`config.mk`:
```
export PLATFORM = sky130hd
export DESIGN_NAME = posicionador_frota
export DESIGN_NICKNAME = d
export VERILOG_FILES = /design/src/rtl/posicionador_frota.sv
export SDC_FILE = /design/constraint.sdc
export NUM_CORES = 1
export LEC_CHECK = 0
export CORE_MARGIN = 2
export CORE_UTILIZATION = 54
export DETAILED_ROUTE_END_ITERATION = 8
export PLACE_DENSITY_LB_ADDON = 0.3
export SYNTH_ARGS = -nofsm -noshare
export SYNTH_HDL_FRONTEND = slang
export SYNTH_SLANG_ARGS = --single-unit
```
`constraint.sdc`:
```
create_clock -name clk -period 3.6 [get_ports clk]
set_input_delay 0.72 -clock clk [delete_from_list [all_inputs] [get_ports clk]]
set_output_delay 0.72 -clock clk [all_outputs]
set_load 0.005 [all_outputs]
```
`src/rtl/posicionador_frota.sv`:
```
// posicionador_frota: button-driven fleet placement FSM that walks through piece
// types, gathers orientation and anchor per piece, and rejects overlaps or out-of-bounds placements.
module posicionador_frota #(
    parameter int BOARD_N = 8,
    parameter int COORD_W = 3,
    parameter int QT_0 = 5,
    parameter int QT_1 = 2,
    parameter int QT_2 = 2,
    parameter int QT_3 = 1,
    parameter int QT_4 = 1,
    parameter int LEN_0 = 1,
    parameter int LEN_1 = 2,
    parameter int LEN_2 = 3,
    parameter int LEN_3 = 4,
    parameter int LEN_4 = 5
) (
    input  logic               clk,
    input  logic               reset,
    input  logic               enable,
    input  logic               enter,
    input  logic               select,
    input  logic               mode,
    input  logic               conflito,
    output logic               ready,
    output logic               valida,
    output logic [2:0]         tipo,
    output logic               jogador,
    output logic [COORD_W-1:0] X1,
    output logic [COORD_W-1:0] Y1,
    output logic               direcao,
    output logic               orientacao,
    output logic               grava,
    output logic               erro
);
    localparam int CW1 = COORD_W + 1;
    localparam logic [COORD_W-1:0] MAX_C = COORD_W'(BOARD_N - 1);
    localparam logic [CW1-1:0] MAX_W = CW1'(BOARD_N - 1);
    localparam bit NONE = (QT_0 == 0) && (QT_1 == 0) && (QT_2 == 0) && (QT_3 == 0) && (QT_4 == 0);

    typedef enum logic [2:0] {
        ST_IDLE, ST_DIRECAO, ST_ORIENTACAO, ST_DEF_X, ST_DEF_Y, ST_VERIFICA, ST_ARMAZENA, ST_PRONTO
    } state_t;

    function automatic logic [7:0] qt(input logic [2:0] t);
        qt = (t == 3'd0) ? 8'(QT_0) : (t == 3'd1) ? 8'(QT_1) : (t == 3'd2) ? 8'(QT_2) :
             (t == 3'd3) ? 8'(QT_3) : (t == 3'd4) ? 8'(QT_4) : 8'd0;
    endfunction

    function automatic logic [CW1-1:0] len(input logic [2:0] t);
        len = (t == 3'd0) ? CW1'(LEN_0) : (t == 3'd1) ? CW1'(LEN_1) : (t == 3'd2) ? CW1'(LEN_2) :
              (t == 3'd3) ? CW1'(LEN_3) : CW1'(LEN_4);
    endfunction

    // 3'd7 means no later type has pieces
    function automatic logic [2:0] next_type(input logic [2:0] t);
        next_type = 3'd7;
        for (int i = 4; i >= 0; i--)
            if (i > int'(t) && qt(3'(i)) != 8'd0) next_type = 3'(i);
    endfunction

    function automatic logic [2:0] first_type();
        first_type = 3'd0;
        for (int i = 4; i >= 0; i--)
            if (qt(3'(i)) != 8'd0) first_type = 3'(i);
    endfunction

    localparam logic [2:0] FIRST = first_type();

    state_t             state_q, state_d;
    logic               enter_q, select_q;
    logic [COORD_W-1:0] x_q, x_d, y_q, y_d;
    logic               dir_q, dir_d, ori_q, ori_d, jog_q, jog_d, erro_q, erro_d;
    logic [2:0]         tipo_q, tipo_d, nt;
    logic [7:0]         cnt_q, cnt_d;
    logic               ent, sel, oob;
    logic [CW1-1:0]     c_w, l_w;

    assign ent = enter_q & ~enter;
    assign sel = select_q & ~select & ~ent;
    assign c_w = {1'b0, dir_q ? y_q : x_q};
    assign l_w = len(tipo_q);
    assign oob = ori_q ? (c_w < l_w - CW1'(1)) : (c_w + l_w - CW1'(1) > MAX_W);

    always_ff @(posedge clk) begin
        if (reset) begin
            state_q  <= ST_IDLE;
            enter_q  <= 1'b1;
            select_q <= 1'b1;
            x_q      <= '0;
            y_q      <= '0;
            dir_q    <= 1'b0;
            ori_q    <= 1'b0;
            jog_q    <= 1'b0;
            erro_q   <= 1'b0;
            tipo_q   <= FIRST;
            cnt_q    <= '0;
        end else begin
            enter_q  <= enter;
            select_q <= select;
            if (enable) begin
                state_q <= state_d;
                x_q     <= x_d;
                y_q     <= y_d;
                dir_q   <= dir_d;
                ori_q   <= ori_d;
                jog_q   <= jog_d;
                erro_q  <= erro_d;
                tipo_q  <= tipo_d;
                cnt_q   <= cnt_d;
            end
        end
    end

    always_comb begin
        state_d = state_q;
        x_d     = x_q;
        y_d     = y_q;
        dir_d   = dir_q;
        ori_d   = ori_q;
        jog_d   = jog_q;
        erro_d  = 1'b0;
        tipo_d  = tipo_q;
        cnt_d   = cnt_q;
        nt      = next_type(tipo_q);
        unique case (state_q)
            ST_IDLE:       state_d = NONE ? ST_PRONTO : ST_DIRECAO;
            ST_DIRECAO:    if (ent) state_d = ST_ORIENTACAO; else if (sel) dir_d = ~dir_q;
            ST_ORIENTACAO: if (ent) state_d = ST_DEF_X; else if (sel) ori_d = ~ori_q;
            ST_DEF_X:      if (ent) state_d = ST_DEF_Y; else if (sel) x_d = (x_q == MAX_C) ? '0 : x_q + COORD_W'(1);
            ST_DEF_Y:      if (ent) state_d = ST_VERIFICA; else if (sel) y_d = (y_q == MAX_C) ? '0 : y_q + COORD_W'(1);
            ST_VERIFICA: begin
                if (ent && (conflito || oob)) begin
                    erro_d  = 1'b1;
                    state_d = ST_DEF_X;
                end else if (ent) state_d = ST_ARMAZENA;
            end
            ST_ARMAZENA: begin
                if (ent) begin
                    x_d     = '0;
                    y_d     = '0;
                    dir_d   = 1'b0;
                    ori_d   = 1'b0;
                    state_d = ST_DIRECAO;
                    cnt_d   = cnt_q + 8'd1;
                    if (cnt_d == qt(tipo_q)) begin
                        cnt_d = '0;
                        if (nt != 3'd7) tipo_d = nt;
                        else if (mode && !jog_q) begin
                            jog_d  = 1'b1;
                            tipo_d = FIRST;
                        end else state_d = ST_PRONTO;
                    end
                end
            end
            default: ;
        endcase
    end

    // grava is taken while the piece fields are still valid, before they clear
    assign grava      = enable & ent & (state_q == ST_ARMAZENA);
    assign ready      = state_q == ST_PRONTO;
    assign valida     = state_q == ST_VERIFICA;
    assign erro       = erro_q;
    assign tipo       = tipo_q;
    assign jogador    = jog_q;
    assign X1         = x_q;
    assign Y1         = y_q;
    assign direcao    = dir_q;
    assign orientacao = ori_q;
endmodule

```
==> results.txt <==
The headroom to the max-slew limit came out at approximately 66%. STA classifies the critical path startpoint as a primary input. The floorplan row count came out at 20. The number of antenna diodes in the final layout is 0. The floorplan die height is ~60 um. The areal power density over the cells came out at 316 nW/um2. The fraction of final layout cells sized beyond drive strength 1 is around 7.6%. After detailed routing, the total wire length is ~3.7 mm. The largest single stage delay on the critical path is between 0.5 and 0.6 ns. The total cell area at the placement stage came out at 1950 um2. The area added between synthesis and finish came out at 17.7%. The min-delay analysis places its worst path in the category flip-flop to flip-flop.

The fraction of synthesized area in multiplexers is 4.86%. In this run the number of H-tree levels came out at 1. The DRC violation count after routing is 0. Counting along the longest clock path gives a buffer depth of 2. The final estimated routing congestion in global placement came out at 0.769.

The count of mapped cells out of synthesis came out at around 210. The final layout contains about 240 nets. The initial antenna violation count came out at 0. TritonCTS built the clock tree.

The final critical-path required period is roughly 3.1 ns. The first global-routing pass estimated around 6.4 mm of wire. STA classifies the critical path endpoint as an output pin.

The worst path uses about 86% of the clock period. The HPWL after detailed placement is approximately 2.8 mm. Traced cell by cell, the critical path runs through clkdlybuf4s50_1 > nor2b_1 > nand3_1 > inv_1 > clkdlybuf4s50_1. Of the total power, combinational logic draws ~17%. The overall track demand over capacity in global routing came out at 23.0%. The net count after synthesis is 225. The number of vias per cell came out at a little under 6. The most used flip-flop cell after synthesis is dfxtp_1. The required time of the critical path is roughly 2.9 ns. Among the stages of the critical path, the cell type that occurs most often is clkdlybuf4s50_1.

For the worst setup path, the data arrival time is around 2.4 ns. 23 I/O pins were placed. The count of flip-flops with a built-in enable after synthesis came out at 0. The clock edge transition at the registers on the reported setup and hold paths is roughly 0.15 ns. The final route contains 1592 vias. The Yosys step of the flow raised 0 warnings.

For this design, the CTS-stage hold fixing added 0 buffers. For this run, asynchronously set or reset flops after synthesis account for 0%. The switching portion of total power came out at around a quarter. The core region is about 3000 um2. The total area of multi-input combinational cells is about 1100 um2. Adding up every negative setup slack in the final design gives 0 ns. The number of distinct standard cells referenced by the synthesized netlist came out at 50.

The internal power of the cells came out at roughly 0.00046 W. The reported net switching power is ~0.00017 W. The first detailed-routing pass took 7 iterations. VDD sags by at most between 200 and 250 uV. The die extent in x came out at around 60 um.

The number of global-route vias before repair came out at 1493. The detail route stage leaves a number of antenna-violating nets equal to 0. The synthesized netlist devotes around 4.6% of its cell area to XOR and XNOR gates.

The synthesized design contains 26 register bits. The post-CTS setup-driven buffer insertion count is 0. The clock network latency to the later pin of the worst-skew pair came out at around 0.34 ns. The average wire length per cell after detail routing is approximately 14 um.

The adder-cell share of the synthesized area came out at slightly above 8%. The number of buffers added on ports is 22. The setup clock skew after layout is roughly 0.0089 ns. The max-slew violation total from the final report came out at 0.

CTS saw 26 sinks. The synthesized-area fraction occupied by and/or/nand/nor cells is approximately 26%. The largest family of logic cells by synthesized area is simple AND/OR/NAND/NOR gates. The flow ran to the end, and the final reports show no timing, DRC or antenna violations. Setup violations remaining at the end of the flow were counted as 0. Per report_power, the clock group accounts for 32.5% of the total.

The static power due to leakage came out at 0.752 nW. The initial standard-cell utilization of the core came out at 56.2%. Sequential cells account for between 50% and 60% of the total power. Clock tree synthesis inserted a total of 3 buffers. The overall die area is about 3600 um2. The complex-gate fraction of the synthesized area is a little over a fifth. The root buffer cell chosen for the clock tree is clkbuf_4. Ranked by total cell area, the synthesized netlist is headed by dfxtp_1 (31%), ha_1 (8.1%), a21oi_1 (4.1%). At the pin with the least slew margin, the transition time is 0.513 ns. The average instance in the mapped netlist occupies ~8.2 um2. The number of DRC violations after detailed-routing iteration 0 is between 50 and 60. The number of maximum-capacitance constraint violations is 0.

Fill cells in the final layout number 260. The post-cts resize count is 0. The fraction of the yosys area taken by sequential cells came out at 30.6%. The area share of the largest cell type after synthesis came out at between 30% and 40%. The combined flip-flop and latch cell area is between 500 and 600 um2.

The mapped netlist covers about 1700 um2. The final-report hold violation count came out at 0. Setup repair after global routing left no endpoint under its margin.

The total power consumption of the routed design is approximately 0.00063 W. The peak fanout along the critical path is 6. The fmax came out at roughly 320 MHz. The worst setup path is of the primary input to output pin kind. Of all cell types, the one taking the most synthesized area is dfxtp_1. Entering global routing, the biggest net connects 27 pins. The post-layout instance area is between 2000 and 2500 um2.

The total congestion overflow is 0. The slowest stage of the critical path belongs to the cell clkdlybuf4s50_1.
-- per-layer routing --
layer | vias up | track usage [%] | part of all wire, %
li1 | 791 | - | -
met1 | 736 | 28.8 | 45
met2 | 58 | 38.7 | 48
met3 | 7 | 3.03 | 4.7
met4 | 0 | 10.8 | 1.6
met5 | - | 0 | 0
-- synthesized netlist by cell type, drive strengths merged, types with 5 or more instances --
library cell  number
clkbuf            10
nand3             10
mux2i              6
nand2b             5
o21ai             10
xor2               6
nand2             12
ha                11
nor2              15
nor3               8
a21oi             14
dfxtp             26
inv               13
-- power groups by stage --
stage	Combinational (W)	Sequential [W]	Clock [W]
finish	0.000107	0.000320	0.000205
CTS	0.000106	0.000319	0.000211
global route	0.000120	0.000323	0.000220
detailed placement	0.000106	0.000325	0
floorplan	0.0000905	0.000310	0
global placement	0.000102	0.000325	0
-- worst max-delay path, delay by kind of cell --
family	cells	cell delay (ns)
buffers and inverters	3	1.15
AND/OR/NAND/NOR	2	0.49
-- stage by stage --
stage / utilization, % / std cells / setup WS, ns / hold slack [ns]
3_5_place_dp: 64.3 / 264 / 0.544 / 0.476
6_report: 66.1 / 268 / 0.510 / 0.493
3_3_place_gp: 64.3 / 264 / 0.565 / 0.481
2_1_floorplan: - / 207 / 0.994 / 0.471
5_1_grt: 66.1 / 268 / 0.381 / 0.525
4_1_cts: 66.1 / 268 / 0.543 / 0.498
-- cell usage in the layout (no fill, tap or decap), types with 3 or more instances in the layout --
cell type / n
clkdlybuf4s50_1: 22
mux2i_1: 6
nand3_1: 10
nand2_1: 12
dfxtp_1: 26
o21ai_0: 9
xor2_1: 6
nand2b_1: 5
clkbuf_4: 3
or4_1: 3
ha_1: 11
or2_2: 3
inv_1: 13
nor3_1: 8
and3_1: 3
nor2_1: 15
a31oi_1: 4
or3_1: 3
o41ai_1: 3
a21oi_1: 14
xnor2_1: 3
nor2b_1: 4
-- cells by family after synthesis --
kind of cell    Yosys count
compound gates           50
fa+ha+maj                11
xor+xnor                  9
flops                    26
buf+inv                  24
simple gates             79
mux                       8
-- area by class of cell --
type	count	share of cell area, %
flip-flops and latches	26	26.0
inverters	13	2.44
repair buffers	24	11.8
clock buffers	3	1.13
well taps	44	2.75
multi-input cells	157	54.4
clock inverters	1	1.50
-- sequential cells by signal, indices dropped and copies added, names as in the netlist --
signal	flops
tipo	3
jogador	1
enter_q	1
erro	1
direcao	1
X1	3
select_q	1
state_q	3
Y1	3
cnt_q	8
orientacao	1
-- path summary, 6_finish.rpt --
check / start / endpoint / slack (ns) / depth (start not counted)
max: enter / grava / 0.51 / 5
max reg2reg: tipo[0] / state_q[2] / 0.87 / 8
min: erro / erro / 0.49 / 2
min reg2reg: erro / erro / 0.49 / 2
No activity file was read; power rests on OpenSTA's default activity.
